`config.mk`:
```
export PLATFORM = sky130hd
export DESIGN_NAME = seq_shift_gen
export DESIGN_NICKNAME = d
export VERILOG_FILES = /design/src/rtl/seq_gen_pkg.sv /design/src/rtl/seq_prescaler.sv /design/src/rtl/seq_shift_gen.sv
export SDC_FILE = /design/constraint.sdc
export NUM_CORES = 1
export LEC_CHECK = 0
export BUFFER_PORTS_ARGS = -buffer_cell sky130_fd_sc_hd__buf_2
export CAP_MARGIN = 10
export CORE_UTILIZATION = 45
export CTS_CLUSTER_SIZE = 40
export DETAILED_ROUTE_END_ITERATION = 10
export PLACE_DENSITY_LB_ADDON = 0.25
export SETUP_SLACK_MARGIN = 0.5
export SLEW_MARGIN = 15
export SYNTH_ARGS = -nofsm -noshare
export SYNTH_HDL_FRONTEND = slang
export SYNTH_SLANG_ARGS = --single-unit
export TNS_END_PERCENT = 30
```
`constraint.sdc`:
```
create_clock -name clk -period 4.4 [get_ports clk]
set_clock_uncertainty 0.15 [all_clocks]
set_input_delay 0.22 -clock clk [delete_from_list [all_inputs] [get_ports clk]]
set_output_delay 0.22 -clock clk [all_outputs]
set_load 0.01 [all_outputs]
```
`src/rtl/seq_gen_pkg.sv`:
```
// Shared types and constants for the shift-sequence generator.
//   mode_e  : sequence family selected at start
//   state_e : control FSM states
//   DEFAULT_TAPS : maximal-length Galois tap mask for an 8-bit register
package seq_gen_pkg;

    typedef enum logic [1:0] {
        MODE_JOHNSON = 2'd0,
        MODE_RING    = 2'd1,
        MODE_LFSR    = 2'd2
    } mode_e;

    typedef enum logic [1:0] {
        ST_IDLE    = 2'd0,
        ST_RUN     = 2'd1,
        ST_ONESHOT = 2'd2
    } state_e;

    localparam logic [7:0] DEFAULT_TAPS = 8'hB8;

endpackage : seq_gen_pkg

```
`src/rtl/seq_prescaler.sv`:
```
// Step-rate prescaler: asserts tick once every div+1 enabled cycles.
//   clk, rst_n : clock, asynchronous active-low reset
//   clear      : synchronous counter clear (start of a run)
//   en         : count enable (generator busy and globally enabled)
//   div        : divide value, sampled live
//   tick       : combinational step qualifier, en & (cnt == div)
module seq_prescaler #(
    parameter int unsigned DIV_W = 8
) (
    input  logic             clk,
    input  logic             rst_n,
    input  logic             clear,
    input  logic             en,
    input  logic [DIV_W-1:0] div,
    output logic             tick
);

    localparam logic [DIV_W-1:0] CNT_ONE = {{(DIV_W-1){1'b0}}, 1'b1};

    logic [DIV_W-1:0] cnt_q;
    logic [DIV_W-1:0] cnt_d;

    // Tick when the count reaches div; a count above a newly lowered div
    // simply runs on and wraps through zero before it can match again.
    always_comb begin
        tick  = en & (cnt_q == div);
        cnt_d = cnt_q;
        if (clear) begin
            cnt_d = {DIV_W{1'b0}};
        end else if (en) begin
            if (tick) begin
                cnt_d = {DIV_W{1'b0}};
            end else begin
                cnt_d = cnt_q + CNT_ONE;
            end
        end else begin
            cnt_d = cnt_q;
        end
    end

    // Counter register.
    always_ff @(posedge clk or negedge rst_n) begin
        if (!rst_n) begin
            cnt_q <= {DIV_W{1'b0}};
        end else begin
            cnt_q <= cnt_d;
        end
    end

endmodule : seq_prescaler

```
`src/rtl/seq_shift_gen.sv`:
```
// Parametrised Johnson / ring / Galois-LFSR sequence generator with
// prescaler, direction control, parallel load and one-shot operation.
//   clk, rst_n  : clock, asynchronous active-low reset
//   ena         : global enable; low freezes every piece of state
//   mode, dir   : sequence family and shift direction, latched at start
//   div         : step every div+1 enabled cycles (live)
//   start/oneshot/stop : run control
//   load, load_data    : parallel load, honoured only while idle
//   seq_out     : sequence register
//   tick        : combinational step qualifier
//   wrap, done  : registered pulses (return to origin, end of one-shot)
//   busy        : generator not idle
module seq_shift_gen
    import seq_gen_pkg::*;
#(
    parameter int unsigned     WIDTH     = 8,
    parameter int unsigned     DIV_W     = 8,
    parameter logic [WIDTH-1:0] LFSR_TAPS = WIDTH'(DEFAULT_TAPS)
) (
    input  logic             clk,
    input  logic             rst_n,
    input  logic             ena,
    input  logic [1:0]       mode,
    input  logic             dir,
    input  logic [DIV_W-1:0] div,
    input  logic             start,
    input  logic             oneshot,
    input  logic             stop,
    input  logic             load,
    input  logic [WIDTH-1:0] load_data,
    output logic [WIDTH-1:0] seq_out,
    output logic             tick,
    output logic             wrap,
    output logic             busy,
    output logic             done
);

    state_e           state_q, state_d;
    logic [WIDTH-1:0] seq_q, seq_d;
    logic [WIDTH-1:0] origin_q, origin_d;
    logic [1:0]       mode_q, mode_d;
    logic             dir_q, dir_d;
    logic             wrap_q, wrap_d;
    logic             done_q, done_d;
    logic             busy_q, busy_d;
    logic             presc_clear;
    logic             presc_en;
    logic             tick_s;
    logic [WIDTH-1:0] step_val;

    // One step of the selected sequence. The reserved mode code falls into
    // the Johnson branch; LFSR ignores dir.
    function automatic logic [WIDTH-1:0] next_seq(
        input logic [WIDTH-1:0] q,
        input logic [1:0]       m,
        input logic             d
    );
        logic [WIDTH-1:0] r;
        case (m)
            MODE_RING: begin
                if (d) begin
                    r = {q[0], q[WIDTH-1:1]};
                end else begin
                    r = {q[WIDTH-2:0], q[WIDTH-1]};
                end
            end
            MODE_LFSR: begin
                r = (q >> 1) ^ (q[0] ? LFSR_TAPS : {WIDTH{1'b0}});
            end
            default: begin
                if (d) begin
                    r = {~q[0], q[WIDTH-1:1]};
                end else begin
                    r = {q[WIDTH-2:0], ~q[WIDTH-1]};
                end
            end
        endcase
        return r;
    endfunction

    assign presc_en = busy_q & ena;

    seq_prescaler #(
        .DIV_W (DIV_W)
    ) u_prescaler (
        .clk   (clk),
        .rst_n (rst_n),
        .clear (presc_clear),
        .en    (presc_en),
        .div   (div),
        .tick  (tick_s)
    );

    // Control FSM and datapath next-state; stop always beats start and tick.
    always_comb begin
        state_d     = state_q;
        seq_d       = seq_q;
        origin_d    = origin_q;
        mode_d      = mode_q;
        dir_d       = dir_q;
        wrap_d      = 1'b0;
        done_d      = 1'b0;
        presc_clear = 1'b0;
        step_val    = next_seq(seq_q, mode_q, dir_q);

        if (ena) begin
            case (state_q)
                ST_IDLE: begin
                    if (load) begin
                        seq_d = load_data;
                    end else begin
                        seq_d = seq_q;
                    end
                    if (start && !stop) begin
                        state_d     = oneshot ? ST_ONESHOT : ST_RUN;
                        mode_d      = mode;
                        dir_d       = dir;
                        origin_d    = load ? load_data : seq_q;
                        presc_clear = 1'b1;
                    end else begin
                        state_d = ST_IDLE;
                    end
                end
                ST_RUN, ST_ONESHOT: begin
                    if (stop) begin
                        state_d = ST_IDLE;
                    end else if (tick_s) begin
                        seq_d = step_val;
                        if (step_val == origin_q) begin
                            wrap_d = 1'b1;
                            if (state_q == ST_ONESHOT) begin
                                state_d = ST_IDLE;
                                done_d  = 1'b1;
                            end else begin
                                state_d = state_q;
                            end
                        end else begin
                            wrap_d = 1'b0;
                        end
                    end else begin
                        state_d = state_q;
                    end
                end
                default: begin
                    state_d = ST_IDLE;
                end
            endcase
        end else begin
            state_d = state_q;
        end

        busy_d = (state_d != ST_IDLE);
    end

    // State, datapath and registered pulse outputs.
    always_ff @(posedge clk or negedge rst_n) begin
        if (!rst_n) begin
            state_q  <= ST_IDLE;
            seq_q    <= {WIDTH{1'b0}};
            origin_q <= {WIDTH{1'b0}};
            mode_q   <= 2'd0;
            dir_q    <= 1'b0;
            wrap_q   <= 1'b0;
            done_q   <= 1'b0;
            busy_q   <= 1'b0;
        end else begin
            state_q  <= state_d;
            seq_q    <= seq_d;
            origin_q <= origin_d;
            mode_q   <= mode_d;
            dir_q    <= dir_d;
            wrap_q   <= wrap_d;
            done_q   <= done_d;
            busy_q   <= busy_d;
        end
    end

    assign seq_out = seq_q;
    assign tick    = tick_s;
    assign wrap    = wrap_q;
    assign done    = done_q;
    assign busy    = busy_q;

endmodule : seq_shift_gen

```
==> flow_summary_export.csv <==
group,metric,value,unit
pwr,ir_worst_vdd,0.000253,V
run,drv_cap,0,
min_path,min_to,"mode_q[1]$_DFFE_PN0P_",
yosys,async_flop_share,100,%
critical_path,crit_path_max_incr_delay,0.40,ns
clock_tree,cts_buffers,5,
yosys,syn-num-nets,291,
yosys,synth.cell_area,0.00230,mm²
pwr,p_leak,1.22,nW
run_status,status,"completed",
floorplanning,ios,38,
routing,antenna_left,0,
routing,dr_wl_met3,249,µm
routing,via_count,2044,
yosys,syn_avg_cell_area,8.90,µm²
placed_design,port_buffers,37,
timing,fmax,0.392,GHz
routing,wl_met1,2630,µm
critical_path,path_buf_inv,1,
timing,slew_headroom,49.0,%
floorplanning,fp.dieH,73.6,µm
routing,viasPerCell,5.65,
clock_tree,cts_tree,"done",
global_route,grt-ovfl-total,0,
critical_path,crit_fanout,10,
clock_tree,cts_root_buf,"clkbuf_8",
floorplanning,die_x,73.6,µm
critical_path,reg2reg_slack,1.85,ns
critical_path,r2r-start,"mode_q[0]$_DFFE_PN0P_",
final_layout,finalInstanceArea,0.00263,mm²
critical_path,reg2regPathDepth,8,
placed_design,place.gp.congestion,0.845,
global_route,grt_pass1_vias,1947,
clock_tree,clkTransAtPathRegs,0.07,ns
routing,topRoutingLayerUsed,"met4",
yosys,yosysMostFrequentCell,"dfrtp_1",
clock_tree,clk_path_buf_depth,2,
final_layout,final_nets,326,
timing,timing.final.crit_share,57.9,%
critical_path,worst-path-stages,8,
timing,hold_viol_final,0,
routing,drc_errors,0,
yosys,yosys.area.top_type,"dfrtp_1",
routing,wl_met2,2460,µm
timing,rsz0062_at_grt,"false",
clock_tree,clk_latency,0.30,ns
critical_path,crit_required,4.44,ns
yosys,ys_warn_count,0,
critical_path,rr_endpoint,"busy$_DFF_PN0_",
final_layout,drive_above_1_share,20.7,%
placed_design,place_area,0.00252,mm²
timing,finalSetupViolations,0,
yosys,synth-edff-count,0,
placed_design,hpwl,3930,µm
routing,drt_iter0_drc,134,
critical_path,crit_slowest_cell,"ha_1",
routing,drtPass1Iterations,4,
floorplanning,start_util,47.8,%
final_layout,areaGrowthSynthToFinish,14.0,%
final_layout,antenna_cells,0,
global_route,grt_pass1_wl,9140,µm
global_route,grt.total_usage,22.4,%
min_path,hp-class,"input pin to register",
min_path,hold-path-cell-count,2,
critical_path,cp_data_arrival_time,2.59,ns
global_route,antenna_found_initial,0,
floorplanning,core_area,0.00482,mm²
critical_path,endpoint_kind,"register",
routing,wire_per_inst,15.0,µm
timing,tns,0,ns
yosys,synth_area_leaders,"dfrtp_1 (35%), mux2i_1 (6.1%), o22ai_1 (4.9%)",
pwr,p_per_area,586,mW/mm²
yosys,yosysSeqAreaShare,34.7,%
timing,fin_crit,2.55,ns
clock_tree,htree_levels,2,
min_path,hold_path_startpoint,"mode[1]",
yosys,netlist.area_leader.share,34.7,%
final_layout,fin_cells,362,
placed_design,place_inst,353,
timing,slew_viol_final,0,
floorplanning,die_area,0.00541,mm²
yosys,ys.flop_type,"dfrtp_1",
yosys,synth-seq-cells,32,
timing,worst_slew_pin_slew,0.766,ns
floorplanning,num_rows,25,
yosys,synthTopCellsByCount,"dfrtp_1 (32), nand2_1 (23), o21ai_0 (19), o22ai_1 (18), inv_1 (17)",
global_route,grt_max_degree,33,
clock_tree,ctsResizeCount,0,
routing,wl,5420,µm
critical_path,crit_family,"simple AND/OR/NAND/NOR gates",
final_layout,fin_util,54.5,%
yosys,synthDistinctLibCells,56,
clock_tree,clock-sinks,32,
yosys,synthCells,259,
critical_path,crit_type,"register to register",
critical_path,crit_chain,"inv_1, ha_1, nor2_2, o22ai_1, xor2_1, nor4_1, nand3_1, o22a_1",
critical_path,critPathLaunchType,"register",
[worst max path at each step]
stage,from,to,slack (ns)
2_1_floorplan,mode_q[0]$_DFFE_PN0P_,busy$_DFF_PN0_,2.04
3_3_place_gp,u_prescaler.cnt_q[0]$_DFFE_PN0P_,done$_DFF_PN0_,1.83
3_5_place_dp,u_prescaler.cnt_q[0]$_DFFE_PN0P_,done$_DFF_PN0_,1.75
4_1_cts,u_prescaler.cnt_q[0]$_DFFE_PN0P_,tick,1.67
5_1_grt,mode_q[0]$_DFFE_PN0P_,busy$_DFF_PN0_,1.65
6_report,mode_q[0]$_DFFE_PN0P_,busy$_DFF_PN0_,1.85
[layout by cell type (no fill, tap or decap), types with 3 or more instances in the layout]
cell,instances
buf_2,37
dfrtp_1,32
nand2_1,23
o21ai_0,19
o22ai_1,18
inv_1,17
mux2i_1,14
a21oi_1,11
nor3_1,11
xnor2_1,10
and3_1,8
nor2_1,8
ha_1,6
clkbuf_8,6
nand3_1,4
xor2_1,4
nor4b_1,4
and2_1,3
nor2b_1,3
or3_1,3
o21ai_1,3
a211oi_1,3
mux2_2,3
[power breakdown]
group | internal [W] | total (W) | switching, W
clock | 0.000128 | 0.000245 | 0.000117
combinational | 0.000336 | 0.000742 | 0.000406
sequential | 0.000394 | 0.000553 | 0.000159
total | 0.000858 | 0.00154 | 0.000682
[sequential cells by signal (all words and copies together) (netlist names)]
name               cells
seq_out                8
wrap                   1
dir_q                  1
u_prescaler.cnt_q      8
mode_q                 2
origin_q               8
state_q                2
busy                   1
done                   1
[repair_timing]
item	in CTS	in global routing
hold buffers	1	0
buffers inserted	0	0
endpoints found under the hold margin	32	0
[per-layer routing]
layer  vias up  global-route usage (%)
met3         6                    4.66
li1       1018                       -
met2        57                    35.3
met5         -                       0
met1       963                    30.7
met4         0                    7.05
[stage by stage]
stage / setup WS (ns) / hold WS [ns] / power (W)
2_1_floorplan: 2.04 / -0.226 / 0.00112
3_3_place_gp: 1.83 / 0.173 / 0.00128
3_5_place_dp: 1.75 / 0.182 / 0.00129
4_1_cts: 1.67 / 0.00334 / 0.00154
5_1_grt: 1.65 / 0.00555 / 0.00166
6_report: 1.85 / 0.00156 / 0.00154
[layout make-up]
class | instances | area [µm²]
Inverter | 17 | 63.8
Tap cell | 67 | 83.8
Multi-Input combinational cell | 199 | 1390
Sequential cell | 32 | 801
Timing Repair Buffer | 39 | 203
Fill cell | 473 | 2190
Clock buffer | 8 | 90.1
[cells by family after synthesis]
group,after synthesis,share of synthesized area [%]
flip-flops,32,34.7
XOR/XNOR,15,6.03
multiplexers,17,7.55
AO/OA/AOI/OAI,73,21.6
buffers and inverters,28,5.37
AND/OR/NAND/NOR,88,21.5
adder cells (fa/ha/maj),6,3.26
Power figures use the tool's default switching activity.
